--- src/rtl/pc_fetch_sequencer.sv ---
// Architectural PC owner: fetches one word at a time over a req/gnt/rvalid port,
// presents it to decode, and applies jump redirects (squashing wrong-path fetches).
module pc_fetch_sequencer #(
  parameter logic [31:0] RESET_PC = 32'h0000_0000,
  parameter int          XLEN     = 32
) (
  input  logic            clk,
  input  logic            rst,
  output logic            imem_req,
  output logic [XLEN-1:0] imem_addr,
  input  logic            imem_gnt,
  input  logic            imem_rvalid,
  input  logic [XLEN-1:0] imem_rdata,
  output logic            instr_valid,
  output logic [XLEN-1:0] instr,
  output logic [XLEN-1:0] instr_pc,
  input  logic            instr_ready,
  input  logic            redirect_valid,
  input  logic [XLEN-1:0] redirect_pc,
  output logic            trap_misaligned,
  output logic [XLEN-1:0] trap_addr
);

  typedef enum logic [2:0] {
    S_IDLE  = 3'd0,
    S_FETCH = 3'd1,
    S_WAIT  = 3'd2,
    S_HOLD  = 3'd3,
    S_TRAP  = 3'd4
  } state_e;

  state_e            state_q, state_d;
  logic [XLEN-1:0]   pc_q, pc_d;
  logic              kill_q, kill_d;
  logic [XLEN-1:0]   instr_q, instr_d;
  logic [XLEN-1:0]   instr_pc_q, instr_pc_d;
  logic              trap_q, trap_d;
  logic [XLEN-1:0]   trap_addr_q, trap_addr_d;
  logic [XLEN-1:0]   tgt_s;

  // JALR targets arrive with bit0 possibly set; only bit1 makes them misaligned.
  assign tgt_s = redirect_pc & {{(XLEN-1){1'b1}}, 1'b0};

  always_ff @(posedge clk or posedge rst) begin
    if (rst) begin
      state_q     <= S_IDLE;
      pc_q        <= RESET_PC;
      kill_q      <= 1'b0;
      instr_q     <= '0;
      instr_pc_q  <= '0;
      trap_q      <= 1'b0;
      trap_addr_q <= '0;
    end else begin
      state_q     <= state_d;
      pc_q        <= pc_d;
      kill_q      <= kill_d;
      instr_q     <= instr_d;
      instr_pc_q  <= instr_pc_d;
      trap_q      <= trap_d;
      trap_addr_q <= trap_addr_d;
    end
  end

  always_comb begin
    state_d     = state_q;
    pc_d        = pc_q;
    kill_d      = kill_q;
    instr_d     = instr_q;
    instr_pc_d  = instr_pc_q;
    trap_d      = trap_q;
    trap_addr_d = trap_addr_q;
    if (redirect_valid && tgt_s[1] && (state_q != S_TRAP)) begin
      trap_d      = 1'b1;
      trap_addr_d = tgt_s;
      state_d     = S_TRAP;
    end else begin
      case (state_q)
        S_IDLE: begin
          if (redirect_valid) begin
            pc_d = tgt_s;
          end else begin
            pc_d = pc_q;
          end
          state_d = S_FETCH;
        end
        S_FETCH: begin
          if (redirect_valid) begin
            pc_d = tgt_s;
            if (imem_gnt) begin
              kill_d  = 1'b1;
              state_d = S_WAIT;
            end else begin
              state_d = S_FETCH;
            end
          end else if (imem_gnt) begin
            state_d = S_WAIT;
          end else begin
            state_d = S_FETCH;
          end
        end
        S_WAIT: begin
          if (redirect_valid) begin
            pc_d = tgt_s;
            if (imem_rvalid) begin
              kill_d  = 1'b0;
              state_d = S_FETCH;
            end else begin
              kill_d  = 1'b1;
            end
          end else if (imem_rvalid) begin
            if (kill_q) begin
              kill_d  = 1'b0;
              state_d = S_FETCH;
            end else begin
              instr_d    = imem_rdata;
              instr_pc_d = pc_q;
              state_d    = S_HOLD;
            end
          end else begin
            state_d = S_WAIT;
          end
        end
        S_HOLD: begin
          // A redirect beats the handshake: the held word is wrong-path.
          if (redirect_valid) begin
            pc_d    = tgt_s;
            state_d = S_FETCH;
          end else if (instr_ready) begin
            pc_d    = pc_q + XLEN'(4);
            state_d = S_FETCH;
          end else begin
            state_d = S_HOLD;
          end
        end
        S_TRAP: begin
          state_d = S_TRAP;
        end
        default: begin
          state_d = S_IDLE;
        end
      endcase
    end
  end

  always_comb begin
    imem_req        = 1'b0;
    imem_addr       = '0;
    instr_valid     = 1'b0;
    if (state_q == S_FETCH) begin
      imem_req  = 1'b1;
      imem_addr = pc_q;
    end else begin
      imem_req  = 1'b0;
      imem_addr = '0;
    end
    if (state_q == S_HOLD) begin
      instr_valid = 1'b1;
    end else begin
      instr_valid = 1'b0;
    end
    instr           = instr_q;
    instr_pc        = instr_pc_q;
    trap_misaligned = trap_q;
    trap_addr       = trap_addr_q;
  end

endmodule

--- config.mk ---
export PLATFORM = sky130hd
export DESIGN_NAME = pc_fetch_sequencer
export DESIGN_NICKNAME = d
export VERILOG_FILES = /design/src/rtl/pc_fetch_sequencer.sv
export SDC_FILE = /design/constraint.sdc
export NUM_CORES = 1
export LEC_CHECK = 0
export CORE_ASPECT_RATIO = 0.7
export CORE_UTILIZATION = 42
export DETAILED_ROUTE_END_ITERATION = 16
export PLACE_DENSITY_LB_ADDON = 0.2
export SLEW_MARGIN = 10
export SYNTH_ARGS = -nofsm -noshare
export SYNTH_HDL_FRONTEND = slang
export SYNTH_SLANG_ARGS = --single-unit
--- constraint.sdc ---
create_clock -name clk -period 13.8 [get_ports clk]
set_input_delay 2.76 -clock clk [delete_from_list [all_inputs] [get_ports clk]]
set_output_delay 2.76 -clock clk [all_outputs]
set_load 0.1 [all_outputs]
# Word level (Yosys, flattened, before mapping)
# Index checks and enable logic that the tools add are counted.
dict set report op_classes {
  n_addsub 1
  n_eq_ne 11
  mux 22
  bitwise_logic 3
  reduce_logical 9
}
# cell count
set op_table {}
lappend op_table {{$mux W32} 4}
lappend op_table {{$pmux W32 S2} 1}
lappend op_table {{$add A32 B3 Y32 const B} 1}
lappend op_table {{$pmux W3 S5} 1}
lappend op_table {{$mux W3} 4}
lappend op_table {{$reduce_and A5 Y1} 2}
lappend op_table {{$ne A3 B3 Y1 const B} 3}
lappend op_table {{$mux W2} 4}
lappend op_table {{$mux W1} 7}
lappend op_table {{$eq A3 B2 Y1 const B} 2}
lappend op_table {{$ne A2 B2 Y1 const B} 2}
lappend op_table {{$ne A4 B4 Y1 const B} 1}
lappend op_table {{$reduce_and A4 Y1} 1}
lappend op_table {{$reduce_bool A2 Y1} 2}
lappend op_table {{$eq A3 B1 Y1 const B} 1}
lappend op_table {{$eq A3 B3 Y1 const B} 1}
lappend op_table {{$logic_not A3 Y1} 1}
lappend op_table {{$not A1 Y1} 3}
lappend op_table {{$reduce_or A3 Y1} 1}
lappend op_table {{$logic_and A1 B1 Y1} 2}
lappend op_table {{$ne A2 B1 Y1 const B} 1}
lappend op_table {{$pmux W1 S2} 1}
dict set report word_totals {
  register_bits 132
  inputBits 70
  out_inout_bits 131
  elab_cells 53
}

# Depth between registers and ports, before layout
dict set report logic_depth {
  depth_word 5
  mapped_depth 8
  depth_no_buf 6
}

# Least setup slack after synthesis
# Ideal clock, no wire load.
dict set report synth_path {
  path_type {reg2out}
  start {register state_q[2]}
  end {output port imem_addr[22]}
  t_arrival_ns 2.935
  required_time_ns 11.040
  setup_slack_ns 8.105
  stages_incl_launch_ff 5
  n_path_buf 2
  cell_sequence {dfrtp_1 buf_2 nor3b_1 clkbuf_1 and2_1}
}
dict set report synth_via {
  elab_chain_cells 2
}
# item line_no
set synth_rtl {}
lappend synth_rtl {{start: declaration} 32} ;# state_e state_q, state_d;
lappend synth_rtl {{start signal: assignment} 54} ;# state_q <= state_d;
lappend synth_rtl {{$eq A3 B1 Y1} 149} ;# if (state_q == S_FETCH) begin
lappend synth_rtl {{$mux W32} 149}
lappend synth_rtl {{end: declaration} 10} ;# output logic [XLEN-1:0] imem_addr,
# Every way passes these cells.

# Worst setup path in the final report
dict set report layout_path {
  start {register state_q[2]}
  end {output port imem_addr[16]}
}
# Same word-level chain as after synthesis.

==> summary.txt <==
CTS
  • Clock Pin Slew Worst Setup and Hold Paths: ~0.06 ns
  • Clk root buf: clkbuf_16
  • Postcts setup bufs: 0
  • H-Tree Depth: 4
  • Clk_lat worst skew: slightly above 0.4 ns
  • CTS tree: done
  • Max Buffers Root-to-Sink: 2
  • Num CTS Buffers: 17
  • Post-CTS Hold Buffers: 0
  • Post-CTS sizing: 0
  • Clk sinks: 130

Setup path
  • Setup slack on the worst flop-to-flop path: between 10 and 15 ns
  • WS Path Type: flop to output pin
  • WP data arrival: between 3 and 4 ns
  • Endpoint class of the critical path: output pin
  • CP max FO: 24
  • Worst R2R Start: state_q[2]
  • CP required: between 10 and 15 ns
  • CP Launch Type: flop
  • Critical Path Source: state_q[2]

STA
  • Fin Clk Skew: a little over 0.008 ns
  • Final TNS setup: 0 ns
  • Measured slew at the worst slew-check pin: approximately 1.2 ns
  • Min cycle time layout: approximately 6.0 ns
  • Slew Viols, Final: 0
  • Part of the cycle the worst path needs: roughly 44%
  • Max Fclk: between 0.15 and 0.2 GHz
  • # setup viols final: 0
  • Worst slew margin: 18.1%
  • RSZ-0062 raised after global routing: no
  • Hold Violations, Final: 0

Global routing
  • Largest net degree at the start of global routing: 75
  • Vias in the first global route: 4,872
  • GR Overflow Total: 0
  • Global Route Usage Sum: between 20% and 30%
  • First-pass GRT wire length: 26.9 mm
  • Initial antenna violation count: 0

Floorplan
  • Width of the die: around 150 um
  • Die area: roughly 15,000 um^2
  • Row Count: 36
  • Initial cell density of the core: a little over two fifths
  • Io pins: ~200
  • Die Ht: between 100 and 150 um
  • Area of the core: about 14,000 um^2

Yosys
  • YS warnings: 0
  • Area leader, netlist: dfrtp_1
  • Unique masters post-synth: 51
  • Synthesized flop and latch total: between 100 and 150
  • Synth Instances: between 500 and 600
  • Mapped Area: ~6200 um^2
  • Largest cells by area after synthesis: dfrtp_1 (52%), mux2_4 (14%), mux2_2 (6.0%), and2_1 (3.2%), a21oi_1 (2.4%)
  • Average instance area after synthesis: 12.2 um^2
  • Sequential fraction of the synthesis area: between 50% and 60%
  • Post-synth top area share: 52.2%

Drt
  • 1st-pass router iterations: 4
  • Starting DRT DRC Count: 275
  • Post-route ant nets: 0
  • Vias per cell: 5.35
  • Final WL: ~17 mm
  • Overall via count from detail_route: 4,821
  • Wire length per cell: about 18 um
  • DRC viols: 0

Place
  • Post-DP HPWL: about 11 mm
  • IO buf count: roughly 200
  • RePlAce Congestion: around 0.82
  • Placed insts: 869

Run
  • Max-cap check violation count: 0

Worst hold path
  • Worst Hold Launch: trap_addr[1]
  • Hold Crit Class: flop to flop

Cells and area
  • ANT cells: 0
  • Share of layout cells above drive strength 1: 20.1%
  • Finished Layout Cells: around 900
  • Final nets: between 700 and 800
  • Layout area overhead: 42.5%

Outcome
  • Status: completed
[flip-flops by register name, indices dropped and copies added, names as in the netlist]
name	flops
state_q	3
trap_misaligned	1
pc_q	31
trap_addr	31
instr	32
kill_q	1
instr_pc	31
[worst max-delay path, cell delays in order (launching register included)]
cell	delay, ns
dfrtp_1	0.53
nor3b_2	0.62
buf_4	0.37
and2_1	0.19
clkdlybuf4s50_1	1.13
[final timing paths]
path / endpoint / depth (start not counted)
max: imem_addr[16] / 4
min: trap_addr[1] / 1
max reg2reg: instr[9] / 5
min reg2reg: trap_addr[1] / 1
max in group asynchronous: pc_q[30] / 3
min in group asynchronous: instr[20] / 2
[synth_stat cells (all sizes together)]
| master | number |
|---|---|
| a41oi | 1 |
| o22a | 1 |
| or4 | 3 |
| a31oi | 2 |
| or2 | 2 |
| a22oi | 1 |
| a2bb2oi | 3 |
| or3 | 4 |
| nor4 | 3 |
| dfrtp | 130 |
| o32ai | 5 |
| a21oi | 31 |
| o22ai | 8 |
| a32oi | 1 |
| nand3 | 18 |
| nor3b | 2 |
| a21o | 2 |
| a211o | 1 |
| or4b | 1 |
| nor3 | 10 |
| a211oi | 3 |
| clkbuf | 11 |
| o21ba | 1 |
| o31ai | 4 |
| nand2b | 5 |
| mux2 | 93 |
| a41o | 1 |
| nor2 | 24 |
| nand4b | 1 |
| o211ai | 6 |
| inv | 3 |
| conb | 1 |
| nand2 | 37 |
| and3 | 8 |
| o21ai | 14 |
| buf | 23 |
| nor2b | 1 |
| nand4 | 8 |
| and4 | 4 |
| a2111oi | 1 |
| and2 | 32 |
| ha | 1 |
[logic make-up (layout without fill, tap and decap cells)]
family / Yosys count / count (layout) / share of synthesized area (%)
AOI/OAI and AO/OA: 86 / 86 / 8.75
adders and majority gates: 1 / 1 / 0.201
DFF: 130 / 130 / 52.2
other: 1 / 3 / 0.0602
buffers and inverters: 37 / 235 / 3.45
and+or+nand+nor: 163 / 163 / 14.9
muxes: 93 / 93 / 20.4
[layer usage]
metal / routed length (um) / global-route usage (%) / part of all wire (%)
met1: 7900 / 31.8 / 48
met2: 7490 / 33.9 / 45
met3: 1050 / 5.75 / 6.4
met4: 115 / 5.30 / 0.69
met5: 0 / 0 / 0
[cell usage in the layout, fill, tap and decap left out, types with 2 or more instances in the layout]
master,n
clkdlybuf4s50_1,196
dfrtp_1,130
mux2_4,60
nand2_1,37
mux2_2,33
and2_1,32
a21oi_1,30
nor2_1,23
nand3_1,18
clkbuf_16,17
o21ai_0,14
and3_1,8
o22ai_1,8
nor3_1,7
o211ai_1,6
nand2b_1,5
nand4_1,5
o32ai_1,5
inv_6,5
or3_1,4
o31ai_1,4
clkinvlp_4,4
buf_4,4
nand4_4,3
a2bb2oi_1,3
or4_1,3
a211oi_1,3
and4_1,3
nor4_1,3
conb_1,3
clkinv_4,3
nor3_4,2
a21o_1,2
inv_1,2
or2_2,2
a31oi_1,2
bufinv_16,2
[final cells by class]
cell class	instances	area, um^2
Clock buffer	19	443
Clock inverter	13	151
Fill cell	1101	5310
Inverter	3	16.3
Multi-Input combinational cell	346	2790
Sequential cell	130	3250
Tap cell	190	238
Timing Repair Buffer	200	1990
[per-stage QoR]
stage	util, %	cell area (um^2)	worst slack, ns	hold WS, ns
2_1_floorplan	-	6240	7.57	0.468
3_3_place_gp	58.4	8290	8.22	0.455
3_5_place_dp	58.4	8290	8.20	0.457
4_1_cts	62.6	8880	7.76	0.475
5_1_grt	62.6	8880	7.57	0.499
6_report	62.6	8880	7.79	0.476
Power is left out: the tool's default activity adds up to more than one toggle a clock period on the data nets, which glitch-free logic cannot reach.
